===== src/rtl/fpu_pkg.sv =====
// Shared FPU definitions: rounding-mode encodings, exception flag bit
// positions, converter FSM state encodings, operand classes and the IEEE
// exponent bias helper.
package fpu_pkg;

    // Rounding modes
    localparam logic [1:0] RM_RTZ = 2'b00;
    localparam logic [1:0] RM_RUP = 2'b01;
    localparam logic [1:0] RM_RDN = 2'b10;
    localparam logic [1:0] RM_RNE = 2'b11;

    // Exception flag vector {invalid, overflow, underflow, inexact, reserved}
    localparam int unsigned FLAG_W         = 5;
    localparam int unsigned FLAG_INVALID   = 4;
    localparam int unsigned FLAG_OVERFLOW  = 3;
    localparam int unsigned FLAG_UNDERFLOW = 2;
    localparam int unsigned FLAG_INEXACT   = 1;
    localparam int unsigned FLAG_RSVD      = 0;

    // Converter FSM states
    localparam logic [1:0] ST_IDLE     = 2'd0;
    localparam logic [1:0] ST_CLASSIFY = 2'd1;
    localparam logic [1:0] ST_ROUND    = 2'd2;
    localparam logic [1:0] ST_HOLD     = 2'd3;

    // Operand classes
    typedef enum logic [2:0] {
        CLS_ZERO,
        CLS_SUB,
        CLS_NORM,
        CLS_INF,
        CLS_QNAN,
        CLS_SNAN
    } fp_class_t;

    // IEEE-754 exponent bias for an exponent field of exp_w bits
    function automatic int bias(input int unsigned exp_w);
        return (1 << (exp_w - 1)) - 1;
    endfunction

endpackage


===== src/rtl/fp_round_inc.sv =====
// Round-increment decision shared by FPU blocks.
// Ports: sign - result sign; lsb - retained significand LSB; g - guard bit;
//        s - sticky bit; rm - rounding mode; inc - add one ulp to significand.
module fp_round_inc
    import fpu_pkg::*;
(
    input  logic       sign,
    input  logic       lsb,
    input  logic       g,
    input  logic       s,
    input  logic [1:0] rm,
    output logic       inc
);

    always_comb begin
        inc = 1'b0;
        case (rm)
            RM_RTZ:  inc = 1'b0;
            RM_RUP:  inc = ~sign & (g | s);
            RM_RDN:  inc = sign & (g | s);
            default: inc = g & (s | lsb);   // nearest-even: ties go to even lsb
        endcase
    end

endmodule


===== src/rtl/fp_narrow_convert.sv =====
// IEEE-754 narrowing converter (default binary64 -> binary32).
// One operand in flight: IDLE -> CLASSIFY -> ROUND (align, then round/pack)
// -> HOLD. out_valid rises three edges after the accept edge.
// Ports: clk, reset (async, active-low); in_valid/in_ready/in_data/in_rm
//        operand handshake; out_valid/out_ready/out_data/out_flags result
//        handshake, flags = {invalid, overflow, underflow, inexact, 0}.
module fp_narrow_convert
    import fpu_pkg::*;
#(
    parameter int unsigned SRC_EXP = 11,
    parameter int unsigned SRC_MAN = 52,
    parameter int unsigned DST_EXP = 8,
    parameter int unsigned DST_MAN = 23
)(
    input  logic                       clk,
    input  logic                       reset,
    input  logic                       in_valid,
    output logic                       in_ready,
    input  logic [SRC_EXP+SRC_MAN:0]   in_data,
    input  logic [1:0]                 in_rm,
    output logic                       out_valid,
    input  logic                       out_ready,
    output logic [DST_EXP+DST_MAN:0]   out_data,
    output logic [FLAG_W-1:0]          out_flags
);

    localparam int unsigned OUT_W = 1 + DST_EXP + DST_MAN;
    localparam int unsigned EW    = SRC_EXP + 2;             // signed rebiased exponent
    localparam int unsigned SIGW  = DST_MAN + 1;             // hidden bit + fraction
    localparam int unsigned XW    = SRC_MAN + DST_MAN + 3;   // alignment window
    localparam int unsigned SHMAX = DST_MAN + 2;
    localparam int unsigned SHW   = $clog2(SHMAX + 1);

    localparam logic signed [EW-1:0] BIAS_DIFF    = EW'(bias(DST_EXP) - bias(SRC_EXP));
    localparam logic signed [EW-1:0] EXP_ALL_ONES = EW'((1 << DST_EXP) - 1);
    localparam logic signed [EW-1:0] SH_LIMIT     = EW'(SHMAX);
    localparam logic [DST_EXP-1:0]   EXP_ONES_FLD = {DST_EXP{1'b1}};
    localparam logic [DST_EXP-1:0]   EXP_MAX_FLD  = {{(DST_EXP-1){1'b1}}, 1'b0};

    // FSM
    logic [1:0] state;
    logic [1:0] state_nxt;
    logic       round_phase;

    // Captured operand
    logic               sign_q;
    logic [SRC_EXP-1:0] exp_q;
    logic [SRC_MAN-1:0] man_q;
    logic [1:0]         rm_q;

    // Classification results
    fp_class_t          cls_c;
    fp_class_t          cls_q;
    logic signed [EW-1:0] e_rb_c;
    logic signed [EW-1:0] e_q;

    // Alignment results
    logic signed [EW-1:0] sh_amt_c;
    logic [SHW-1:0]       sh_c;
    logic [XW-1:0]        x_full_c;
    logic [XW-1:0]        x_sh_c;
    logic [SIGW-1:0]      sig_c;
    logic                 g_c;
    logic                 s_c;
    logic                 tiny_c;
    logic [SIGW-1:0]      sig_q;
    logic                 g_q;
    logic                 s_q;
    logic                 tiny_q;

    // Round and pack
    logic                 inc_c;
    logic [SIGW:0]        sig_inc_c;
    logic [DST_MAN-1:0]   frac_c;
    logic signed [EW-1:0] e_post_c;
    logic [DST_EXP-1:0]   exp_fld_c;
    logic                 ovf_c;
    logic                 inexact_c;
    logic                 to_max_c;
    logic [OUT_W-1:0]     data_c;
    logic [FLAG_W-1:0]    flags_c;

    logic accept;
    assign accept = (state == ST_IDLE) && in_valid && in_ready;

    // Next-state logic
    always_comb begin
        state_nxt = state;
        case (state)
            ST_IDLE:     if (in_valid && in_ready) state_nxt = ST_CLASSIFY;
            ST_CLASSIFY: state_nxt = ST_ROUND;
            ST_ROUND:    if (round_phase) state_nxt = ST_HOLD;
            ST_HOLD:     if (out_ready) state_nxt = ST_IDLE;
            default:     state_nxt = ST_IDLE;
        endcase
    end

    // State register and handshake outputs
    always_ff @(posedge clk or negedge reset) begin
        if (!reset) begin
            state       <= ST_IDLE;
            round_phase <= 1'b0;
            in_ready    <= 1'b0;
            out_valid   <= 1'b0;
        end else begin
            state       <= state_nxt;
            round_phase <= (state == ST_ROUND) && !round_phase;
            in_ready    <= (state_nxt == ST_IDLE);
            out_valid   <= (state_nxt == ST_HOLD);
        end
    end

    // Operand capture
    always_ff @(posedge clk or negedge reset) begin
        if (!reset) begin
            sign_q <= 1'b0;
            exp_q  <= '0;
            man_q  <= '0;
            rm_q   <= RM_RTZ;
        end else if (accept) begin
            sign_q <= in_data[SRC_EXP+SRC_MAN];
            exp_q  <= in_data[SRC_EXP+SRC_MAN-1:SRC_MAN];
            man_q  <= in_data[SRC_MAN-1:0];
            rm_q   <= in_rm;
        end
    end

    // Class decode and exponent rebias
    always_comb begin
        cls_c = CLS_NORM;
        if (exp_q == '0) begin
            cls_c = (man_q == '0) ? CLS_ZERO : CLS_SUB;
        end else if (&exp_q) begin
            if (man_q == '0)           cls_c = CLS_INF;
            else if (man_q[SRC_MAN-1]) cls_c = CLS_QNAN;
            else                       cls_c = CLS_SNAN;
        end
        e_rb_c = $signed({2'b00, exp_q}) + BIAS_DIFF;
    end

    always_ff @(posedge clk or negedge reset) begin
        if (!reset) begin
            cls_q <= CLS_ZERO;
            e_q   <= '0;
        end else if (state == ST_CLASSIFY) begin
            cls_q <= cls_c;
            e_q   <= e_rb_c;
        end
    end

    // Alignment: tiny results shift right by 1-e; shifts past SHMAX park the
    // hidden bit below guard so it still lands in sticky.
    always_comb begin
        sh_amt_c = $signed(EW'(1)) - e_q;
        if (e_q > 0)                sh_c = '0;
        else if (sh_amt_c > SH_LIMIT) sh_c = SHW'(SHMAX);
        else                        sh_c = SHW'(sh_amt_c);

        x_full_c = {1'b1, man_q, {(DST_MAN+2){1'b0}}};
        x_sh_c   = x_full_c >> sh_c;

        sig_c  = '0;
        g_c    = 1'b0;
        s_c    = 1'b0;
        tiny_c = 1'b0;
        case (cls_q)
            CLS_NORM: begin
                sig_c  = x_sh_c[XW-1 -: SIGW];
                g_c    = x_sh_c[XW-1-SIGW];
                s_c    = |x_sh_c[XW-2-SIGW:0];
                tiny_c = (e_q <= 0);
            end
            CLS_SUB: begin
                // Far below the destination range: only sticky survives.
                s_c    = 1'b1;
                tiny_c = 1'b1;
            end
            default: ;
        endcase
    end

    always_ff @(posedge clk or negedge reset) begin
        if (!reset) begin
            sig_q  <= '0;
            g_q    <= 1'b0;
            s_q    <= 1'b0;
            tiny_q <= 1'b0;
        end else if ((state == ST_ROUND) && !round_phase) begin
            sig_q  <= sig_c;
            g_q    <= g_c;
            s_q    <= s_c;
            tiny_q <= tiny_c;
        end
    end

    fp_round_inc u_round_inc (
        .sign (sign_q),
        .lsb  (sig_q[0]),
        .g    (g_q),
        .s    (s_q),
        .rm   (rm_q),
        .inc  (inc_c)
    );

    // Increment, renormalise, overflow detect and result assembly
    always_comb begin
        sig_inc_c = {1'b0, sig_q} + (SIGW+1)'(inc_c);
        frac_c    = sig_inc_c[DST_MAN-1:0];
        e_post_c  = e_q;
        exp_fld_c = '0;
        ovf_c     = 1'b0;
        if (tiny_q) begin
            // Carry into the hidden bit promotes to the minimum normal.
            exp_fld_c = sig_inc_c[DST_MAN] ? DST_EXP'(1) : '0;
        end else begin
            if (sig_inc_c[SIGW]) begin
                frac_c   = sig_inc_c[SIGW-1:1];
                e_post_c = e_q + $signed(EW'(1));
            end
            ovf_c     = (e_post_c >= EXP_ALL_ONES);
            exp_fld_c = DST_EXP'(e_post_c);
        end

        inexact_c = g_q | s_q;
        to_max_c  = (rm_q == RM_RTZ) || ((rm_q == RM_RUP) && sign_q) ||
                    ((rm_q == RM_RDN) && !sign_q);

        data_c  = '0;
        flags_c = '0;
        case (cls_q)
            CLS_ZERO: data_c = {sign_q, {DST_EXP{1'b0}}, {DST_MAN{1'b0}}};
            CLS_INF:  data_c = {sign_q, EXP_ONES_FLD, {DST_MAN{1'b0}}};
            CLS_QNAN: data_c = {sign_q, EXP_ONES_FLD, man_q[SRC_MAN-1 -: DST_MAN]};
            CLS_SNAN: begin
                data_c = {sign_q, EXP_ONES_FLD, 1'b1, man_q[SRC_MAN-2 -: DST_MAN-1]};
                flags_c[FLAG_INVALID] = 1'b1;
            end
            default: begin
                if (ovf_c) begin
                    data_c = to_max_c ? {sign_q, EXP_MAX_FLD, {DST_MAN{1'b1}}}
                                      : {sign_q, EXP_ONES_FLD, {DST_MAN{1'b0}}};
                    flags_c[FLAG_OVERFLOW] = 1'b1;
                    flags_c[FLAG_INEXACT]  = 1'b1;
                end else begin
                    data_c = {sign_q, exp_fld_c, frac_c};
                    flags_c[FLAG_UNDERFLOW] = tiny_q & inexact_c;
                    flags_c[FLAG_INEXACT]   = inexact_c;
                end
            end
        endcase
        flags_c[FLAG_RSVD] = 1'b0;
    end

    // Result register, held through HOLD
    always_ff @(posedge clk or negedge reset) begin
        if (!reset) begin
            out_data  <= '0;
            out_flags <= '0;
        end else if ((state == ST_ROUND) && round_phase) begin
            out_data  <= data_c;
            out_flags <= flags_c;
        end
    end

endmodule


===== config.mk =====
export PLATFORM = sky130hd
export DESIGN_NAME = fp_narrow_convert
export DESIGN_NICKNAME = d
export VERILOG_FILES = /design/src/rtl/fpu_pkg.sv /design/src/rtl/fp_round_inc.sv /design/src/rtl/fp_narrow_convert.sv
export SDC_FILE = /design/constraint.sdc
export NUM_CORES = 1
export LEC_CHECK = 0
export ABC_AREA = 1
export ABC_CLOCK_PERIOD_IN_PS = 7250
export CAP_MARGIN = 10
export CORE_MARGIN = 8
export CORE_UTILIZATION = 60
export DETAILED_ROUTE_END_ITERATION = 8
export GPL_ROUTABILITY_DRIVEN = 0
export HOLD_SLACK_MARGIN = 0.1
export PLACE_DENSITY = 0.82
export SYNTH_ARGS = -nofsm -noshare
export SYNTH_HDL_FRONTEND = slang
export SYNTH_SLANG_ARGS = --single-unit

===== constraint.sdc =====
create_clock -name clk -period 7.25 [get_ports clk]
set_input_delay 1.8125 -clock clk [delete_from_list [all_inputs] [get_ports clk]]
set_output_delay 1.8125 -clock clk [all_outputs]
set_load 0.005 [all_outputs]

==> key figures <==
Power and ir drop
  – Seq pwr share: 0.262
  – P_leak: 5.96 nW
  – Psw: 2.90 mW
  – VDD IR max: around 0.24 mV
  – Sw Share: 0.496
  – Logic pwr share: 0.566
  – Pwr Density: 475 nW/um^2
  – Clock Power Share: 0.172
  – Pint: 2.95 mW

STA
  – Final setup TNS: 0 ns
  – Max-slew violations: 0
  – Final Hold Viols: 0
  – Final Critical Period: 5.21 ns
  – Worst Max-Slew Pin Slew: 1.06 ns
  – Relative slew slack: 0.291
  – Layout Skew: around 0.010 ns
  – Fmax achieved: around 0.19 GHz
  – RSZ-0062 raised after global routing: no
  – # setup viols final: 0
  – Final Cycle Share: 0.718

Synthesis
  – Async set-reset flop share out of synthesis: 1.00
  – Top-count cell post-synth: nand2_1
  – Yosys top cell area share: 0.354
  – Syn Std Cell Area: 10600 sq um
  – Net Count, Synth: 1685
  – Top_reg_cell synth: dfrtp_1
  – Post-synth cell types: 49
  – Gate Count Post-Synth: 1605
  – EDFF count, synth: 0
  – Top cell type by total area after synthesis: dfrtp_1
  – Area contributors post-synth: dfrtp_1, nand2_1, nand3_1
  – Sequential-to-total area share from yosys stat: 0.354
  – Commonest cells post-synth: nand2_1, nand3_1, dfrtp_1
  – Yosys warnings: 0
  – Synthesis-stage register bit count: 150
  – Mean Syn Cell Area: 6.60 sq um

Routing
  – Via count: 11600
  – Initial DRT Pass Iterations: 8
  – Vias per inst: 6.13
  – WL/cell: 17.8 um
  – Final WL: 33.7 mm
  – Final ANT Viol Nets: 0
  – 1st-iter DRT viols: 1242
  – Drc violations: 0

GRT
  – First-pass GRT wire length: ~55 mm
  – Initial antenna violation count: 0
  – Largest net degree at the start of global routing: 87
  – GR Overflow Total: 0
  – Vias in the first global route: between 10000 and 15000
  – Total GRT Usage: 0.309

Setup path
  – Crit path required time: 7.58 ns
  – Reg2Reg Depth: 26
  – CP Launch Type: register
  – Register-to-register setup slack: between 2 and 2.5 ns
  – Reg-to-reg endpoint: out_data[0]
  – Crit path kind: reg2reg
  – R2R Path Start: rm_q[0]
  – Arrival @ worst endpoint: 5.53 ns
  – Crit path capture type: register
  – CP Max Fanout: 29

Clock tree
  – TritonCTS clock tree: yes
  – Worst-path clk slew: about 0.060 ns
  – Longest Clk Path Bufs: 2
  – Setup Fix Bufs, Post-CTS: 0
  – Worst skew pair latency: 0.44 ns
  – Clock sink total: 150
  – CTS Buf Count: 17
  – CTS Hold Bufs: 0
  – CTS HTree Levels: 4
  – Root Driver: clkbuf_16
  – PostCTS Resize Cnt: 0

Finish
  – Fin area: roughly 12000 sq um
  – Antenna Cells: 0
  – Fraction of layout cells with a size suffix above 1: 0.0503
  – Area growth from synthesis to layout: 16.2%
  – Nets: 1736
  – Fillers: ~1500

Min path
  – Tightest Hold Check Type: reg2reg
  – Min-delay src: out_flags[3]
  – Worst Hold Endpoint: out_flags[3]
  – Hold Path Stages: 2

Die
  – Initial Utilization: 0.612
  – Placement row count: 48
  – Die height: 149 um
  – IO Count: 109
  – Total core area: 17300 sq um
  – Full die area: ~22000 sq um
  – Die X: 149 um

Place
  – Placed inst area: 11700 sq um
  – Detailed placement HPWL: 24.2 mm
  – Buffers on Ports: 107

Flow run
  – Max-cap violations: 0

Status
  – Status: finished clean
==> per-stage QoR <==
stage / worst slack (ns) / power (mW) / cells / hold slack, ns / util
2_1_floorplan: 3.37 / 3.77 / 1605 / 0.473 / -
3_3_place_gp: 2.43 / 4.66 / 1862 / 0.464 / 0.674
3_5_place_dp: 2.17 / 4.73 / 1862 / 0.474 / 0.674
4_1_cts: 2.12 / 5.76 / 1894 / 0.490 / 0.712
5_1_grt: 1.58 / 6.31 / 1894 / 0.503 / 0.712
6_report: 2.04 / 5.85 / 1894 / 0.490 / 0.712
==> cell families (layout without fill, tap and decap cells) <==
logic type	after synthesis	in the layout	share of synthesized area
compound gates	212	212	0.110
other cells	1	1	0.000354
fa+ha+maj	10	10	0.0118
mux	12	12	0.0126
xor+xnor	29	29	0.0240
simple gates	979	979	0.405
buf+inv	212	276	0.0813
flops	150	150	0.354
==> power groups by stage <==
stage,combinational (mW),sequential [mW],clock (mW)
after floorplan,2.34,1.43,0
after global placement,3.15,1.51,0
after detailed placement,3.21,1.53,0
after CTS,3.24,1.52,1.00
after global routing,3.70,1.57,1.04
final,3.31,1.53,1.01
==> placed cells by master, fill, tap and decap left out, types with 3 or more instances in the layout <==
| cell type | instances |
|---|---|
| and2_1 | 3 |
| buf_4 | 10 |
| mux2_2 | 11 |
| nand2_1 | 447 |
| nor4_1 | 13 |
| a21oi_1 | 66 |
| clkdlybuf4s50_1 | 106 |
| bufinv_16 | 4 |
| o21ai_1 | 17 |
| clkinv_1 | 6 |
| inv_2 | 5 |
| nand2_2 | 6 |
| ha_1 | 10 |
| o21ai_0 | 87 |
| nand3_2 | 3 |
| dfrtp_1 | 150 |
| nor2_2 | 3 |
| clkbuf_16 | 17 |
| nand3_1 | 311 |
| a31oi_1 | 5 |
| nor2_1 | 140 |
| o211ai_1 | 6 |
| or2_2 | 3 |
| inv_1 | 116 |
| nor2_4 | 3 |
| nand4_1 | 24 |
| a2bb2oi_1 | 7 |
| xor2_1 | 28 |
| nor3_1 | 15 |
| inv_8 | 3 |
| o22ai_1 | 9 |
| o221ai_1 | 5 |
| inv_6 | 5 |
==> flip-flops by register name, indices dropped and copies added (netlist names), 2 cells and up <==
name	cells
state	2
exp_q	11
rm_q	2
man_q	52
sig_q	24
out_data	32
out_flags	4
e_q	13
cls_q	3
==> layer usage <==
layer | wire length, um | global-route usage | share of wire
met1 | 13300 | 0.394 | 0.40
met2 | 15200 | 0.481 | 0.45
met3 | 3340 | 0.0704 | 0.099
met4 | 1820 | 0.167 | 0.054
met5 | 0 | 0 | 0
==> layout make-up <==
type	instances	area, sq um	area share
repair buffers	117	1150	0.0932
flip-flops and latches	150	3750	0.305
well taps	225	282	0.0229
inverters	127	477	0.0387
clock buffers	17	425	0.0346
clock inverters	15	230	0.0187
multi-input cells	1243	6000	0.487
==> worst max-delay path by stage <==
| stage | from | end | slack [ns] | cells past startpoint |
|---|---|---|---|---|
| final | rm_q[0] | out_data[0] | 2.04 | 26 |
| after CTS | rm_q[0] | out_data[0] | 2.12 | 26 |
| after floorplan | rm_q[0] | out_data[21] | 3.37 | 28 |
| after global routing | rm_q[0] | out_data[20] | 1.58 | 26 |
| after detailed placement | rm_q[0] | out_data[0] | 2.17 | 26 |
| after global placement | rm_q[0] | out_data[14] | 2.43 | 26 |
==> critical path, cell delays in order, from the launching register on <==
cell and delay (ns):
dfrtp_1 0.37, inv_1 0.08, ha_1 0.29, o41ai_1 0.42
ha_1 0.27, ha_1 0.21, nand3_2 0.13, nor3_4 0.23
nand2_2 0.10, nor2_4 0.13, nand2_2 0.09, nor2_4 0.12
nand2_2 0.12, nor2_4 0.16, nand3_2 0.13, nor2_2 0.14
nand2_1 0.07, xor2_1 0.28, nand2_1 0.08, nor2_1 0.14
nand3_1 0.09, nand3b_1 0.14, nand3_1 0.75, inv_2 0.32
o21ai_1 0.10, nand2_1 0.09, nand2_1 0.05
Note: power is estimated with default switching activity, not from simulation.
